===== src/rtl/pushbutton_edge_port_pkg.sv =====
// Shared constants and helpers for the pushbutton edge-capture port.
package pushbutton_edge_port_pkg;
  localparam logic [1:0] OFS_DATA = 2'd0;
  localparam logic [1:0] OFS_RSVD = 2'd1;
  localparam logic [1:0] OFS_MASK = 2'd2;
  localparam logic [1:0] OFS_EDGE = 2'd3;

  function automatic int clog2(input int v);
    int r;
    r = 0;
    for (int i = 0; i < 31; i++)
      if ((1 << i) < v) r = i + 1;
    return r;
  endfunction
endpackage


===== src/rtl/debounce_bit.sv =====
// Two-flop synchroniser followed by a hold-time debouncer for one button.
module debounce_bit
  import pushbutton_edge_port_pkg::*;
#(
  parameter int DEBOUNCE_CYCLES = 100000
) (
  input  logic clk,
  input  logic reset,
  input  logic din_i,
  output logic stable_o
);
  localparam int CW = clog2(DEBOUNCE_CYCLES);

  logic          sync1_q, sync2_q;
  logic          stable_q, stable_d;
  logic [CW-1:0] cnt_q, cnt_d;

  // The counter only runs while the synchronised level disagrees with stable.
  always_comb begin
    stable_d = stable_q;
    cnt_d    = '0;
    if (sync2_q != stable_q) begin
      if (cnt_q == CW'(DEBOUNCE_CYCLES - 1)) stable_d = sync2_q;
      else                                   cnt_d    = cnt_q + 1'b1;
    end
  end

  always_ff @(posedge clk) begin
    if (reset) begin
      sync1_q  <= 1'b0;
      sync2_q  <= 1'b0;
      stable_q <= 1'b0;
      cnt_q    <= '0;
    end else begin
      sync1_q  <= din_i;
      sync2_q  <= sync1_q;
      stable_q <= stable_d;
      cnt_q    <= cnt_d;
    end
  end

  assign stable_o = stable_q;
endmodule


===== src/rtl/pushbutton_edge_port.sv =====
// Avalon-MM pushbutton port: debounced levels, sticky rising-edge capture, masked irq.
module pushbutton_edge_port
  import pushbutton_edge_port_pkg::*;
#(
  parameter int WIDTH           = 2,
  parameter int DEBOUNCE_CYCLES = 100000
) (
  input  logic             clk,
  input  logic             reset,
  input  logic [1:0]       address,
  input  logic             chipselect,
  input  logic             read,
  input  logic             write,
  input  logic [31:0]      writedata,
  output logic [31:0]      readdata,
  output logic             irq,
  input  logic [WIDTH-1:0] buttons_in
);
  logic [WIDTH-1:0] stable, stable_prev_q;
  logic [WIDTH-1:0] mask_q, mask_d, edge_q, edge_d, rise, clr;
  logic [31:0]      rd_q, rd_d;
  logic             irq_q, irq_d;
  logic             wr, rd;
  logic             unused_wd;

  for (genvar i = 0; i < WIDTH; i++) begin : g_db
    debounce_bit #(.DEBOUNCE_CYCLES(DEBOUNCE_CYCLES)) u_db (
      .clk      (clk),
      .reset    (reset),
      .din_i    (buttons_in[i]),
      .stable_o (stable[i])
    );
  end

  assign wr        = chipselect & write;
  assign rd        = chipselect & read;
  assign unused_wd = ^writedata;

  always_comb begin
    mask_d = mask_q;
    if (wr && address == OFS_MASK) mask_d = writedata[WIDTH-1:0];
    clr    = (wr && address == OFS_EDGE) ? writedata[WIDTH-1:0] : '0;
    rise   = stable & ~stable_prev_q;
    // OR-ing the new rise after the clear makes a same-cycle press survive.
    edge_d = (edge_q & ~clr) | rise;
    irq_d  = |(edge_q & mask_q);
    rd_d   = rd_q;
    if (rd) begin
      rd_d = '0;
      case (address)
        OFS_DATA: rd_d[WIDTH-1:0] = stable;
        OFS_MASK: rd_d[WIDTH-1:0] = mask_q;
        OFS_EDGE: rd_d[WIDTH-1:0] = edge_q;
        default:  rd_d = '0;
      endcase
    end
  end

  always_ff @(posedge clk) begin
    if (reset) begin
      stable_prev_q <= '0;
      mask_q        <= '0;
      edge_q        <= '0;
      rd_q          <= '0;
      irq_q         <= 1'b0;
    end else begin
      stable_prev_q <= stable;
      mask_q        <= mask_d;
      edge_q        <= edge_d;
      rd_q          <= rd_d;
      irq_q         <= irq_d;
    end
  end

  assign readdata = rd_q;
  assign irq      = irq_q;
endmodule


===== config.mk =====
export PLATFORM = sky130hd
export DESIGN_NAME = pushbutton_edge_port
export DESIGN_NICKNAME = d
export VERILOG_FILES = /design/src/rtl/pushbutton_edge_port_pkg.sv /design/src/rtl/debounce_bit.sv /design/src/rtl/pushbutton_edge_port.sv
export SDC_FILE = /design/constraint.sdc
export NUM_CORES = 1
export LEC_CHECK = 0
export BUFFER_PORTS_ARGS = -buffer_cell sky130_fd_sc_hd__clkbuf_2
export CORE_MARGIN = 3
export CORE_UTILIZATION = 30
export CTS_CLUSTER_SIZE = 20
export DETAILED_ROUTE_END_ITERATION = 8
export GPL_ROUTABILITY_DRIVEN = 1
export GPL_TIMING_DRIVEN = 0
export RECOVER_POWER = 25
export SLEW_MARGIN = 25
export SYNTH_ARGS = -nofsm -noshare
export SYNTH_HDL_FRONTEND = slang
export SYNTH_SLANG_ARGS = --single-unit
export TNS_END_PERCENT = 100

===== constraint.sdc =====
create_clock -name clk -period 1.85 [get_ports clk]
set_input_delay 0.2775 -clock clk [delete_from_list [all_inputs] [get_ports clk]]
set_output_delay 0.2775 -clock clk [all_outputs]
set_load 0.01 [all_outputs]

==> metrics.cfg <==
[clocking]
cts_tree = yes
cts_hold_buf = 0
ctsLongestPathBuffers = 2
cts_made_buffers = 5
clkLatencyLatePin_ns = 0.30
clock-sinks = 49
clk_pin_slew_ns = 0.09
clock-root-buffer = clkbuf_8
h-tree-depth = 2

[synth]
synthCells = 261
synth_top_cell_area_share = 0.420
synth_cell_type_count = 37
synth.area.top_cells = dfxtp_1 (42%), buf_4 (9.6%), xnor2_1 (8.3%), nor2_1 (6.8%), nand3_1 (3.2%)
ys_warn_count = 0
ys_seq_area_frac = 0.420
synth_area_um2 = 2330
synth_seq_cells = 49
synth_area_leader_cell = dfxtp_1
avgSynthCellArea_um2 = 8.95

[placement]
dp_cells = 402
io_buffers = 13
hpwl_um = 2980
gp_congestion = 0.798
place_area_um2 = 2630
dp_slack_ns = -0.104

[critical_path]
cp_top_family = simple AND/OR/NAND/NOR gates
worstPathArrival_ns = 2.02
r2r_end = g_db[0].u_db.cnt_q[0]$_SDFF_PP0_
required_ns = 2.05
path_cells = or4b_4 -> nor4_4 -> or2_1 -> buf_6 -> clkbuf_16 -> nor2_1
crit_buf_inv = 2
regToRegSetupSlack_ns = 0.03
cp-start-kind = flip-flop
r2r-start = g_db[0].u_db.cnt_q[5]$_SDFF_PP0_
critPathKind = flip-flop to flip-flop
worst-r2r-cell-count = 6
worstPathMaxFanout = 7
critPathSlowestCell = or4b_4
worstSetupEndpointType = flip-flop
slowest_delay_ns = 0.54

[finish]
fillCellCount = 756
fin_area_um2 = 2890
final_nets = 359
post-route-util = 0.390
drive_above_1_share = 0.240
layoutNonFillerInstCount = 416
final_common_cell = dfxtp_1
syn2layout_area_growth_pct = 23.7
layout_common_cells = dfxtp_1 (47), nor2_1 (38), buf_4 (37)
antenna_cells = 0

[global_route]
grt_max_degree = 18
grt_use_total = 0.101
grt_pass1_vias = 1606
gr-total-overflow = 0
grt_pass1_wl_um = 7200
antenna_found_initial = 0

[flow_run]
drv_cap = 0

[timing]
fin_skew_ns = 0.00250
timing.fmax_mhz = 550
setup_ws_ns = 0.0332
finalCritPeriodShare = 0.982
holdWs_ns = 0.176
setup_viol = 0
hold_viol_final = 0
slew_violations = 0
fin_tns_setup_ns = 0
period_minus_slack_ns = 1.82
rsz0062_at_grt = yes

[route]
avgRoutedWirePerCell_um = 10.4
drtIter0Drc = 63
vias = 1788
drt_wl_total_um = 4320
drc = 0
via_per_inst = 4.30
drt_pass1_iterations = 4
ant_nets = 0

[floorplanning]
dieWidth_um = 94.2
core_area_um2 = 7410
dieArea_um2 = 8880
ios = 74
initial_core_util = 0.315
rows = 31
die-height_um = 94.2

[hold_path]
worstHoldPathCells = 2
whs_endpoint = g_db[1].u_db.sync1_q$_SDFF_PP0_
hold_path.class = input port to flip-flop
min-delay-start = buttons_in[1]

[status]
status = finished clean

[pwr]
power_density_nw_per_um2 = 724
p_total_mw = 2.09
power_leakage_nw = 1.06
vdd_ir_drop_max_v = 0.000509

layout make-up:
| cell class | count | area (µm²) | share of cell area |
|---|---|---|---|
| clock inverters | 3 | 65.1 | 0.0225 |
| clock buffers | 5 | 68.8 | 0.0238 |
| plain buffers | 35 | 267 | 0.0923 |
| flip-flops and latches | 49 | 988 | 0.342 |
| multi-input cells | 196 | 1210 | 0.418 |
| inverters | 9 | 33.8 | 0.0117 |
| well taps | 99 | 124 | 0.0429 |
| repair buffers | 20 | 134 | 0.0464 |
logic make-up after synthesis:
kind of cell,synth area share
xor gates and xnor gates,0.113
AOI/OAI and AO/OA,0.0359
adders and majority gates,0.0107
and+or+nand+nor,0.263
muxes,0.0268
other,0.00161
DFF,0.420
buffers and inverters,0.130
layer usage:
metal | vias up | global-route usage | share of wire
li1 | 939 | - | -
met1 | 798 | 0.128 | 0.47
met2 | 45 | 0.164 | 0.47
met3 | 6 | 0.0337 | 0.056
met4 | 0 | 0.0301 | 0.011
met5 | - | 0 | 0
worst reg2reg max path, cell delays in order (launching register included):
cell	delay, ns
dfxtp_4	0.36
or4b_4	0.54
nor4_4	0.33
or2_1	0.16
buf_6	0.14
clkbuf_16	0.15
nor2_1	0.03
flip-flops by register name, indices dropped and copies added, names as in the netlist:
signal	cells
g_db.u_db.cnt_q	34
irq	1
g_db.u_db.sync1_q	2
mask_q	2
stable_prev_q	2
edge_q	2
readdata	2
g_db.u_db.sync2_q	2
g_db.u_db.stable_o	2
power by group:
group          internal, mW  switching, mW
clock                 0.537          0.359
sequential             1.06        0.00545
combinational        0.0663         0.0648
total                  1.66          0.429
timing repair:
action                     CTS  global route
setup buffers                2             4
cloned                       0             1
gates resized for setup      3            15
setup endpoints to repair   20            28
pin swaps                    3             7
cells in the mapped netlist:
cell      count
nor4_2        1
dfxtp_1      49
inv_1         9
or4b_2        1
o41ai_1       1
or2_1         1
nor4b_1       1
buf_8         1
nand4b_1      2
a22oi_1       3
nand3_1      15
nand2b_1      1
nor3_1        6
a21oi_1       6
buf_6         1
nand4_1       9
buf_4        30
xor2_1        8
nor4_1       10
or4b_1        1
nor2b_1       8
nor4bb_1      2
and4_1        4
conb_1        1
ha_1          2
clkbuf_1      2
or3_1         2
or3b_2        1
mux2i_1       4
nand2_1       7
buf_2         2
or4_1         1
mux2_2        2
o21ai_0       1
nor2_1       42
a311oi_1      2
xnor2_1      22
worst max path at each step:
| stage | start | end | slack [ns] | cells after the start |
|---|---|---|---|---|
| 2_1_floorplan | g_db[1].u_db.cnt_q[0]$_SDFF_PP0_ | g_db[1].u_db.cnt_q[5]$_SDFF_PP0_ | 0.10 | 7 |
| 3_3_place_gp | g_db[0].u_db.cnt_q[0]$_SDFF_PP0_ | g_db[0].u_db.cnt_q[13]$_SDFF_PP0_ | -0.09 | 7 |
| 3_5_place_dp | g_db[1].u_db.cnt_q[0]$_SDFF_PP0_ | g_db[1].u_db.cnt_q[4]$_SDFF_PP0_ | -0.10 | 7 |
| 4_1_cts | g_db[0].u_db.cnt_q[11]$_SDFF_PP0_ | g_db[0].u_db.cnt_q[16]$_SDFF_PP0_ | 0.02 | 6 |
| 5_1_grt | g_db[0].u_db.cnt_q[5]$_SDFF_PP0_ | g_db[0].u_db.cnt_q[8]$_SDFF_PP0_ | -0.04 | 6 |
| 6_report | g_db[0].u_db.cnt_q[5]$_SDFF_PP0_ | g_db[0].u_db.cnt_q[0]$_SDFF_PP0_ | 0.03 | 6 |
Power figures use the tool's default switching activity.
